===== src/rtl/echo_indication_arbiter_pkg.sv =====
// Shared types and helpers for the EchoIndication arbiter slice.
package echo_arb_pkg;

    typedef enum logic {
        MSG_HEARD  = 1'b0,
        MSG_HEARD2 = 1'b1
    } msg_kind_t;

    localparam int unsigned PAYLOAD_W = 32;

    typedef struct packed {
        msg_kind_t            kind;
        logic [PAYLOAD_W-1:0] data;
    } echo_msg_t;

    function automatic logic [PAYLOAD_W-1:0] pack_heard2(input logic [15:0] a, input logic [15:0] b);
        return {a, b};
    endfunction

    function automatic logic [15:0] heard2_a(input logic [PAYLOAD_W-1:0] d);
        return d[31:16];
    endfunction

    function automatic logic [15:0] heard2_b(input logic [PAYLOAD_W-1:0] d);
        return d[15:0];
    endfunction

endpackage


===== src/rtl/echo_indication_arbiter_if.sv =====
// Requester-side and indication-side signals of the echo indication arbiter.
interface echo_indication_arbiter_if
    import echo_arb_pkg::*;
#(
    parameter int unsigned NREQ = 4,
    parameter int unsigned IDW  = $clog2(NREQ)
) ();
    logic [NREQ-1:0]           req_ENA;
    logic [NREQ-1:0]           req_RDY;
    logic [NREQ-1:0]           req_type;
    logic [PAYLOAD_W*NREQ-1:0] req_data;
    logic                      heard__ENA;
    logic                      heard__RDY;
    logic [31:0]               heard__v;
    logic                      heard2__ENA;
    logic                      heard2__RDY;
    logic [15:0]               heard2__a;
    logic [15:0]               heard2__b;
    logic [IDW-1:0]            grant_id;
    logic                      stall_clr;
    logic [15:0]               stall_cnt;

    // Arbiter side
    modport slave (
        input  req_ENA, req_type, req_data, heard__RDY, heard2__RDY, stall_clr,
        output req_RDY, heard__ENA, heard__v, heard2__ENA, heard2__a, heard2__b,
               grant_id, stall_cnt
    );

    // Environment side (requesters + host indication port)
    modport master (
        output req_ENA, req_type, req_data, heard__RDY, heard2__RDY, stall_clr,
        input  req_RDY, heard__ENA, heard__v, heard2__ENA, heard2__a, heard2__b,
               grant_id, stall_cnt
    );

endinterface


===== src/rtl/echo_indication_arbiter_rr_pick.sv =====
// Combinational round-robin picker: first set elig bit scanning from ptr upward, wrapping.
module echo_rr_pick #(
    parameter int unsigned NREQ = 4,
    parameter int unsigned IDW  = $clog2(NREQ)
) (
    input  logic [NREQ-1:0] elig,
    input  logic [IDW-1:0]  ptr,
    output logic            found,
    output logic [IDW-1:0]  winner
);

    // Scan ptr, ptr+1, ... mod NREQ and keep the first eligible index
    always_comb begin
        int unsigned idx;
        idx    = 0;
        found  = 1'b0;
        winner = '0;
        for (int unsigned k = 0; k < NREQ; k++) begin
            idx = (int'(ptr) + k) % NREQ;
            if (!found && elig[idx]) begin
                found  = 1'b1;
                winner = IDW'(idx);
            end
        end
    end

endmodule


===== src/rtl/echo_indication_arbiter.sv =====
// Shares one EchoIndication channel (heard / heard2) between NREQ echo engines,
// each with a one-entry holding buffer, issuing one message per cycle round-robin.
module echo_indication_arbiter
    import echo_arb_pkg::*;
#(
    parameter int unsigned NREQ = 4,
    parameter int unsigned IDW  = $clog2(NREQ)
) (
    input  logic                    CLK,
    input  logic                    nRST,
    echo_indication_arbiter_if.slave bus
);

    logic [NREQ-1:0] valid;
    echo_msg_t       msg_q [NREQ];
    logic [IDW-1:0]  ptr;
    logic [15:0]     stall_q;

    logic [NREQ-1:0] elig;
    logic            found;
    logic            issue;
    logic [IDW-1:0]  winner;
    echo_msg_t       win_msg;
    logic            hena;
    logic            h2ena;

    // An entry is eligible when buffered and its own indication method is ready
    always_comb begin
        elig = '0;
        for (int unsigned i = 0; i < NREQ; i++) begin
            elig[i] = valid[i] &&
                      ((msg_q[i].kind == MSG_HEARD2) ? bus.heard2__RDY : bus.heard__RDY);
        end
    end

    echo_rr_pick #(
        .NREQ (NREQ),
        .IDW  (IDW)
    ) u_pick (
        .elig   (elig),
        .ptr    (ptr),
        .found  (found),
        .winner (winner)
    );

    // Drive the indication port from the winning buffer; nothing is issued while in reset
    always_comb begin
        issue       = found && nRST;
        win_msg     = msg_q[winner];
        hena        = issue && (win_msg.kind == MSG_HEARD);
        h2ena       = issue && (win_msg.kind == MSG_HEARD2);
        bus.heard__ENA  = hena;
        bus.heard2__ENA = h2ena;
        bus.heard__v    = hena  ? win_msg.data : '0;
        bus.heard2__a   = h2ena ? heard2_a(win_msg.data) : '0;
        bus.heard2__b   = h2ena ? heard2_b(win_msg.data) : '0;
        bus.grant_id    = issue ? winner : '0;
        bus.req_RDY     = ~valid;
        bus.stall_cnt   = stall_q;
    end

    // Holding buffers: fill when empty, drain on issue (never both in one cycle)
    always_ff @(posedge CLK) begin
        if (!nRST) begin
            valid <= '0;
            for (int unsigned i = 0; i < NREQ; i++) begin
                msg_q[i] <= '0;
            end
        end else begin
            for (int unsigned i = 0; i < NREQ; i++) begin
                if (issue && (winner == IDW'(i))) begin
                    valid[i] <= 1'b0;
                end else if (bus.req_ENA[i] && !valid[i]) begin
                    valid[i]      <= 1'b1;
                    msg_q[i].kind <= msg_kind_t'(bus.req_type[i]);
                    msg_q[i].data <= bus.req_data[PAYLOAD_W*i +: PAYLOAD_W];
                end
            end
        end
    end

    // Round-robin pointer moves just past the last winner
    always_ff @(posedge CLK) begin
        if (!nRST) begin
            ptr <= '0;
        end else if (issue) begin
            ptr <= (int'(winner) == NREQ - 1) ? '0 : winner + IDW'(1);
        end
    end

    // Saturating count of cycles with something buffered but nothing issued
    always_ff @(posedge CLK) begin
        if (!nRST) begin
            stall_q <= '0;
        end else if (bus.stall_clr) begin
            stall_q <= '0;
        end else if ((|valid) && !issue && (stall_q != 16'hFFFF)) begin
            stall_q <= stall_q + 16'd1;
        end
    end

endmodule


===== src/flat_wrapper.sv =====
// flat-port wrapper written by rule: the top's interface ports become plain ports
module echo_indication_arbiter_flat import echo_arb_pkg::*;
#(
    parameter int unsigned NREQ = 4,
    parameter int unsigned IDW  = $clog2(NREQ)
)
  (CLK, nRST, bus_req_ENA, bus_req_type, bus_req_data, bus_heard__RDY, bus_heard2__RDY, bus_stall_clr, bus_req_RDY, bus_heard__ENA, bus_heard__v, bus_heard2__ENA, bus_heard2__a, bus_heard2__b, bus_grant_id, bus_stall_cnt);
  echo_indication_arbiter_if #(.NREQ(NREQ), .IDW(IDW)) bus_i ();
  input  logic CLK;
  input  logic nRST;
  input wire logic [$bits(bus_i.req_ENA)-1:0] bus_req_ENA;
  input wire logic [$bits(bus_i.req_type)-1:0] bus_req_type;
  input wire logic [$bits(bus_i.req_data)-1:0] bus_req_data;
  input wire logic [$bits(bus_i.heard__RDY)-1:0] bus_heard__RDY;
  input wire logic [$bits(bus_i.heard2__RDY)-1:0] bus_heard2__RDY;
  input wire logic [$bits(bus_i.stall_clr)-1:0] bus_stall_clr;
  output wire logic [$bits(bus_i.req_RDY)-1:0] bus_req_RDY;
  output wire logic [$bits(bus_i.heard__ENA)-1:0] bus_heard__ENA;
  output wire logic [$bits(bus_i.heard__v)-1:0] bus_heard__v;
  output wire logic [$bits(bus_i.heard2__ENA)-1:0] bus_heard2__ENA;
  output wire logic [$bits(bus_i.heard2__a)-1:0] bus_heard2__a;
  output wire logic [$bits(bus_i.heard2__b)-1:0] bus_heard2__b;
  output wire logic [$bits(bus_i.grant_id)-1:0] bus_grant_id;
  output wire logic [$bits(bus_i.stall_cnt)-1:0] bus_stall_cnt;
  assign bus_i.req_ENA = bus_req_ENA;
  assign bus_i.req_type = bus_req_type;
  assign bus_i.req_data = bus_req_data;
  assign bus_i.heard__RDY = bus_heard__RDY;
  assign bus_i.heard2__RDY = bus_heard2__RDY;
  assign bus_i.stall_clr = bus_stall_clr;
  assign bus_req_RDY = bus_i.req_RDY;
  assign bus_heard__ENA = bus_i.heard__ENA;
  assign bus_heard__v = bus_i.heard__v;
  assign bus_heard2__ENA = bus_i.heard2__ENA;
  assign bus_heard2__a = bus_i.heard2__a;
  assign bus_heard2__b = bus_i.heard2__b;
  assign bus_grant_id = bus_i.grant_id;
  assign bus_stall_cnt = bus_i.stall_cnt;
  echo_indication_arbiter #(.NREQ(NREQ), .IDW(IDW)) u_core (.CLK(CLK), .nRST(nRST), .bus(bus_i));
endmodule

===== config.mk =====
export PLATFORM = sky130hd
export DESIGN_NAME = echo_indication_arbiter_flat
export DESIGN_NICKNAME = d
export VERILOG_FILES = /design/src/rtl/echo_indication_arbiter_pkg.sv /design/src/rtl/echo_indication_arbiter_if.sv /design/src/rtl/echo_indication_arbiter_rr_pick.sv /design/src/rtl/echo_indication_arbiter.sv /design/src/flat_wrapper.sv
export SDC_FILE = /design/constraint.sdc
export NUM_CORES = 1
export LEC_CHECK = 0
export ABC_CLOCK_PERIOD_IN_PS = 6300
export CAP_MARGIN = 30
export CORE_ASPECT_RATIO = 0.5
export CORE_MARGIN = 5
export CORE_UTILIZATION = 25
export DETAILED_ROUTE_END_ITERATION = 8
export PLACE_DENSITY = 0.58
export SLEW_MARGIN = 20
export SYNTH_ARGS = -nofsm -noshare
export SYNTH_HDL_FRONTEND = slang
export SYNTH_SLANG_ARGS = --single-unit

===== constraint.sdc =====
create_clock -name CLK -period 6.3 [get_ports CLK]
set_input_delay 1.26 -clock CLK [delete_from_list [all_inputs] [get_ports CLK]]
set_output_delay 1.26 -clock CLK [all_outputs]
set_load 0.1 [all_outputs]

==> metrics.md <==
| Metric | Value |
|---|---|
| Outcome | completed |
| Area after DPL | 11250 µm² |
| Met3 Use GR | 1.392% |
| Gate power share | 31.1% |
| P_leak | 4.485 nW |
| CP endpoint kind | primary output |
| DRC Markers | 0 |
| Number of global-route vias before repair | 5815 |
| Initial Util | 25.39% |
| Internal power | 0.002159 W |
| Initial antenna violation count | 1 |
| Largest cells by area after synthesis | edfxtp_1 (51%), and2_1 (13%), mux2i_1 (13%) |
| Yosys top cell area share | 51.35% |
| Setup WS pre-CTS | 0.5670 ns |
| Clock slew at reported path FFs | 0.06 ns |
| Die area | 34710 µm² |
| Die Height | 134.3 µm |
| Final Instance Area | 11800 µm² |
| Setup bufs post-CTS | 0 |
| Hold WS | 0.5109 ns |
| Clk root buf | clkbuf_16 |
| Ratio of cells with drive above 1 in the final layout | 15.18% |
| # fillers | 2862 |
| DP HPWL | 18.04 mm |
| RSZ-0062 raised after global routing | no |
| Chip Width | 258.5 µm |
| Post-synth top area cell | edfxtp_1 |
| Final worst-path cycle share | 91.42% |
| Wire per inst | 18.99 µm |
| Final setup fails | 0 |
| Max-slew violations | 0 |
| Switching share of power | 32.80% |
| ANT nets after route | 0 |
| Async set-or-reset flop fraction in the synthesized netlist | 0% |
| Synth Warn # | 0 |
| Element type at the critical path start | input pin |
| Setup TNS | 0 ns |
| Worst Path Arrival | 4.50 ns |
| # rows | 45 |
| CTS Buf Count | 17 |
| Post-cts repair resize count | 0 |
| Tot Pwr | 0.003212 W |
| P&R area growth vs syn | 52.89% |
| Avg Cell Area, Syn | 12.25 µm² |
| Final Skew | 0.01221 ns |
| Peak fanout along the critical path | 21 |
| Final hold violation count | 0 |
| Yosys reg bits | 154 |
| Final #Nets | 1009 |
| CTS tree | done |
| Switching pwr | 0.001053 W |
| Largest net degree at the start of global routing | 68 |
| CP Class | input pin to primary output |
| GRT Total Usage | 13.63% |
| Clk Latency, worst-skew pair | 0.42 ns |
| F_max | 173.6 MHz |
| Post-route setup slack | 0.5405 ns |
| First DRT Iteration DRCs | 302 |
| H-Tree Depth | 4 |
| Cts-stage hold buffer count | 0 |
| Top-count cell post-synth | and2_1 |
| Worst Hold Class | flip-flop to flip-flop |
| Core Footprint | 30400 µm² |
| Worst rel slew slack | 32.74% |
| Reg power frac | 39.0% |
| Port buffer count | 228 |
| Worst-Margin Slew | 1.006 ns |
| GR peak layer | met2 |
| Vias | 5539 |
| IR drop worst, VDD | 166.8 µV |
| Max Cap Viol | 0 |
| Most used DFF post-synth | edfxtp_1 |
| Global route total overflow | 0 |
| Syn nets | 776 |
| Post-synth top cells | and2_1 (165), edfxtp_1 (132), mux2i_1 (101) |
| Met1 Use GR | 15.04% |
| Drt total wl | 24.23 mm |
| Ports | 229 |
| Pre-Repair DR Iteration Count | 4 |
| Mapped Cells | 630 |
| Post-synthesis cell type count | 46 |
| Sink Count | 154 |
| Seq/Total Area, Yosys | 57.05% |
| Post-synth EDFFs | 132 |
| CP required | 5.04 ns |
| GPL Wtd Cong | 0.8024 |
| Synth Cell Area | 7720 µm² |
| Clock tree buffer depth | 2 |
| Final min period | 5.759 ns |
| First-pass GRT wire length | 36.34 mm |
| Power Density | 272.1 nW/µm² |
| Global routing usage on met2 | 28.09% |
| Via/cell ratio | 4.341 |
| Clk pwr share | 29.9% |
## critical path: stages
cell and delay (ns):
clkdlybuf4s50_1 0.48, mux2_4 0.34, a211o_1 0.29, a21boi_0 0.45
or3_2 0.56, buf_12 0.27, mux2i_1 0.32, nor2b_1 0.28
buf_12 0.21
## logic make-up after synthesis
logic type	share of synthesized area, %
simple gates	20.79
flops	57.05
mux	14.02
compound gates	4.425
buf+inv	2.561
fa+ha+maj	0.8104
xor+xnor	0.3404
## cell type report
type	instances	area [µm²]	share of cell area, %
Tap cell	399	499.2	4.230
Sequential cell	154	4404	37.32
Timing Repair Buffer	248	3138	26.59
Clock inverter	14	121.4	1.028
Inverter	11	41.29	0.3498
Multi-Input combinational cell	431	3167	26.83
Clock buffer	18	429.2	3.636
Antenna cell	1	2.502	0.02120
## layer usage
metal	up-vias	wire, µm
li1	2694	-
met1	2765	9350
met2	66	14410
met3	14	297
met4	0	171
met5	-	0
## path summary, 6_finish.rpt
path | start | to | slack, ns | cells past startpoint
hold / removal | u_core.valid[1] | u_core.valid[1] | 0.51 | 2
hold reg to reg | u_core.valid[1] | u_core.valid[1] | 0.51 | 2
setup reg to reg | u_core.msg_q[3][32] | u_core.msg_q[3][9] | 2.30 | 10
setup / recovery | bus_heard__RDY | bus_heard__v[9] | 0.54 | 9
## power groups by stage
stage / sequential, W / clock, W / combinational, W
floorplan: 0.00127 / 0 / 0.000608
global placement: 0.00127 / 0 / 0.00100
detailed placement: 0.00127 / 0 / 0.00101
CTS: 0.00125 / 0.000977 / 0.00101
global route: 0.00126 / 0.00102 / 0.00105
finish: 0.00125 / 0.000961 / 0.000999
## through the flow
step                      util (%)  cells
after CTS                    38.81   1275
after global placement       37.00   1243
after detailed placement     37.00   1243
final                        38.82   1276
after global routing         38.82   1276
after floorplan                  -    630
## flip-flops by register name, summed over array words and instances, names as in the netlist
signal / count
u_core.msg_q: 132
u_core.bus.stall_cnt: 16
u_core.valid: 4
u_core.ptr: 2
## cells in the final DEF, fill, tap and decap left out, drive strengths merged, types with 8 or more instances in the layout
cell type | synthesis | routed
a21oi | 12 | 12
buf | 13 | 88
nor2b | 32 | 32
a21o | 8 | 8
clkdlybuf4s50 | 0 | 160
edfxtp | 132 | 132
nand2 | 18 | 18
nor2 | 20 | 20
mux2i | 102 | 102
and2 | 165 | 165
dfxtp | 22 | 22
inv | 10 | 14
clkbuf | 21 | 18
Note: power is estimated with default switching activity, not from simulation.
==> RTL edit: new RTL, same settings <==
Make the reset (`nRST`) asynchronous in 3 clocked blocks.
--- a/src/rtl/echo_indication_arbiter.sv
+++ b/src/rtl/echo_indication_arbiter.sv
@@ -60,7 +60,7 @@
     end
 
     // Holding buffers: fill when empty, drain on issue (never both in one cycle)
-    always_ff @(posedge CLK) begin
+    always_ff @(posedge CLK or negedge nRST) begin
         if (!nRST) begin
             valid <= '0;
             for (int unsigned i = 0; i < NREQ; i++) begin
@@ -80,7 +80,7 @@
     end
 
     // Round-robin pointer moves just past the last winner
-    always_ff @(posedge CLK) begin
+    always_ff @(posedge CLK or negedge nRST) begin
         if (!nRST) begin
             ptr <= '0;
         end else if (issue) begin
@@ -89,7 +89,7 @@
     end
 
     // Saturating count of cycles with something buffered but nothing issued
-    always_ff @(posedge CLK) begin
+    always_ff @(posedge CLK or negedge nRST) begin
         if (!nRST) begin
             stall_q <= '0;
         end else if (bus.stall_clr) begin
Function: not settled (the Yosys comparison gave no result); the edit may change what the design does.
==> RTL edit against the unedited design <==
Synthesized area grew 2.7%. Fmax grew 5.6%. Count of clock-buffer cells in the layout grew 3. Final area shrank 0.33%. Sequential cell count is the same. Wire length shrank 0.60%. Worst setup slack gained 0.31 ns. Critical endpoint is now bus_heard__v[15].
Power is left out: the tool's default activity adds up to more than one toggle a clock period on the data nets, which glitch-free logic cannot reach.
==> RTL edit: results (changes against the unedited design) <==
outcome:
  status: "completed"
critical_path:
  ff2ff_setup_slack_ns: 2.50  # +0.20 ns
  r2r_cells: 11  # +1
  cp.arrival_ns: 4.19  # -0.31 ns
  cp_max_fo: 11  # -48%
  cp_slowest_cell: "or3_2"
  max_stage_delay_ns: 0.68  # +0.12 ns
synthesis:
  synthTopCellsByCount: "dfrtp_1, mux2_2, mux2i_1"
  yosysUniqueCellTypes: 49  # +6.5%
  synthTopCellsByArea: "dfrtp_1, mux2_2, mux2i_1, and2_1, nor2b_2"
  synth_flop_cell: "dfrtp_1"
  syn_nets: 760  # -2.1%
  async_flop_share_pct: 100.0  # +100 points
  synth-seq-area-share_pct: 48.62  # -8.4 points
run:
  cap_violations: 0  # unchanged
sta:
  skew_ns: 0.01195  # -0.0002619 ns
  relSlewSlack_pct: 34.16  # +1.4 points
place:
  routabilityCongestion: 0.8311  # +3.6%
  dp_hpwl_mm: 18.29  # +1.4%
  port-buffer-count: 228  # unchanged
global_route:
  grt_usage_pct: 13.40  # -0.23 points
  grt_pass1_vias: 6025  # +3.6%
  grt_first_pass_wirelength_mm: 36.43  # +0.27%
  antenna_found_initial: 1  # unchanged
  grt_max_degree: 57  # -16%
clocking:
  numCtsBuffers: 17  # unchanged
  post_cts_buffers: 0  # unchanged
  ctsResizeCount: 0  # unchanged
  h-tree-depth: 4  # unchanged
  clk_pin_slew_ns: 0.06  # about the same
  clk_latency_ns: 0.42  # about the same
  cts.path.max_buffers: 2  # unchanged
final_layout:
  registers.top_by_ff_count: "u_core.msg_q"
  drive_above_1_share_pct: 31.83  # +17 points
  largest_register_ffs: 132  # unchanged
  nNetsFinal: 985  # -2.4%
  fillerInstances: 3020  # +5.5%
route:
  drcViolationCount: 0  # unchanged
  avgViaCountPerCell: 4.372  # +0.73%
  detail_route.wirelength_mm: 24.08  # -0.60%
  drt_iter0_drc: 154  # -49%
  drt_first_pass_iters: 4  # unchanged
min_path:
  min_path_type: "flip-flop to flip-flop"
  holdPathStages: 1  # -1
-- RTL edit: cell type report --
| type | count | area (um^2) | area share, % |
|---|---|---|---|
| sequential | 154 | 3854 | 32.76 |
| multi-input combinational | 414 | 3767 | 32.03 |
| timing repair buffer | 241 | 3057 | 25.98 |
| tap | 432 | 540.5 | 4.595 |
| clock buffer | 21 | 450.4 | 3.829 |
| clock inverter | 4 | 50.05 | 0.4254 |
| inverter | 11 | 42.54 | 0.3616 |
| antenna | 1 | 2.502 | 0.02127 |
-- RTL edit: metal layers --
layer | part of all wire (%) | GRT usage (%) | up-vias
met3 | 1.0 | 1.244 | 33
li1 | - | - | 2621
met4 | 2.0 | 4.402 | 0
met1 | 37 | 14.37 | 2883
met5 | 0 | 0 | -
met2 | 60 | 27.45 | 51
-- RTL edit: final timing paths --
| path | start | end |
|---|---|---|
| min in group asynchronous | nRST | u_core.msg_q[33] |
| hold / removal | u_core.msg_q[79] | u_core.msg_q[79] |
| setup reg to reg | u_core.msg_q[131] | u_core.msg_q[97] |
| hold reg to reg | u_core.msg_q[79] | u_core.msg_q[79] |
| max in group asynchronous | nRST | u_core.msg_q[104] |
| setup / recovery | bus_heard__RDY | bus_heard__v[15] |
-- RTL edit: worst max-delay path, delay by kind of cell --
family          cells  cell delay, ns
simple gates        3            1.09
buf+inv             3            0.99
mux                 2            0.63
compound gates      1            0.21
-- RTL edit: cell families after synthesis --
family                     synth area share (%)
adders and majority gates                0.7893
and+or+nand+nor                           10.17
AOI/OAI and AO/OA                         4.136
muxes                                     32.17
xor gates and xnor gates                 0.1105
buffers and inverters                     4.009
DFF                                       48.62
-- RTL edit: metrics by stage --
stage               utilization, %  setup slack [ns]  cells  cell area (um^2)  hold slack (ns)
global route                 37.37            0.6752   1278             11760           0.5185
CTS                          37.27            0.6657   1276             11730           0.5050
detailed placement           35.68            0.7083   1251             11230           0.4879
floorplan                        -            0.6338    614              7926           0.4715
finish                       37.37            0.8473   1278             11760           0.5025
global placement             35.68            0.8432   1251             11230           0.4868
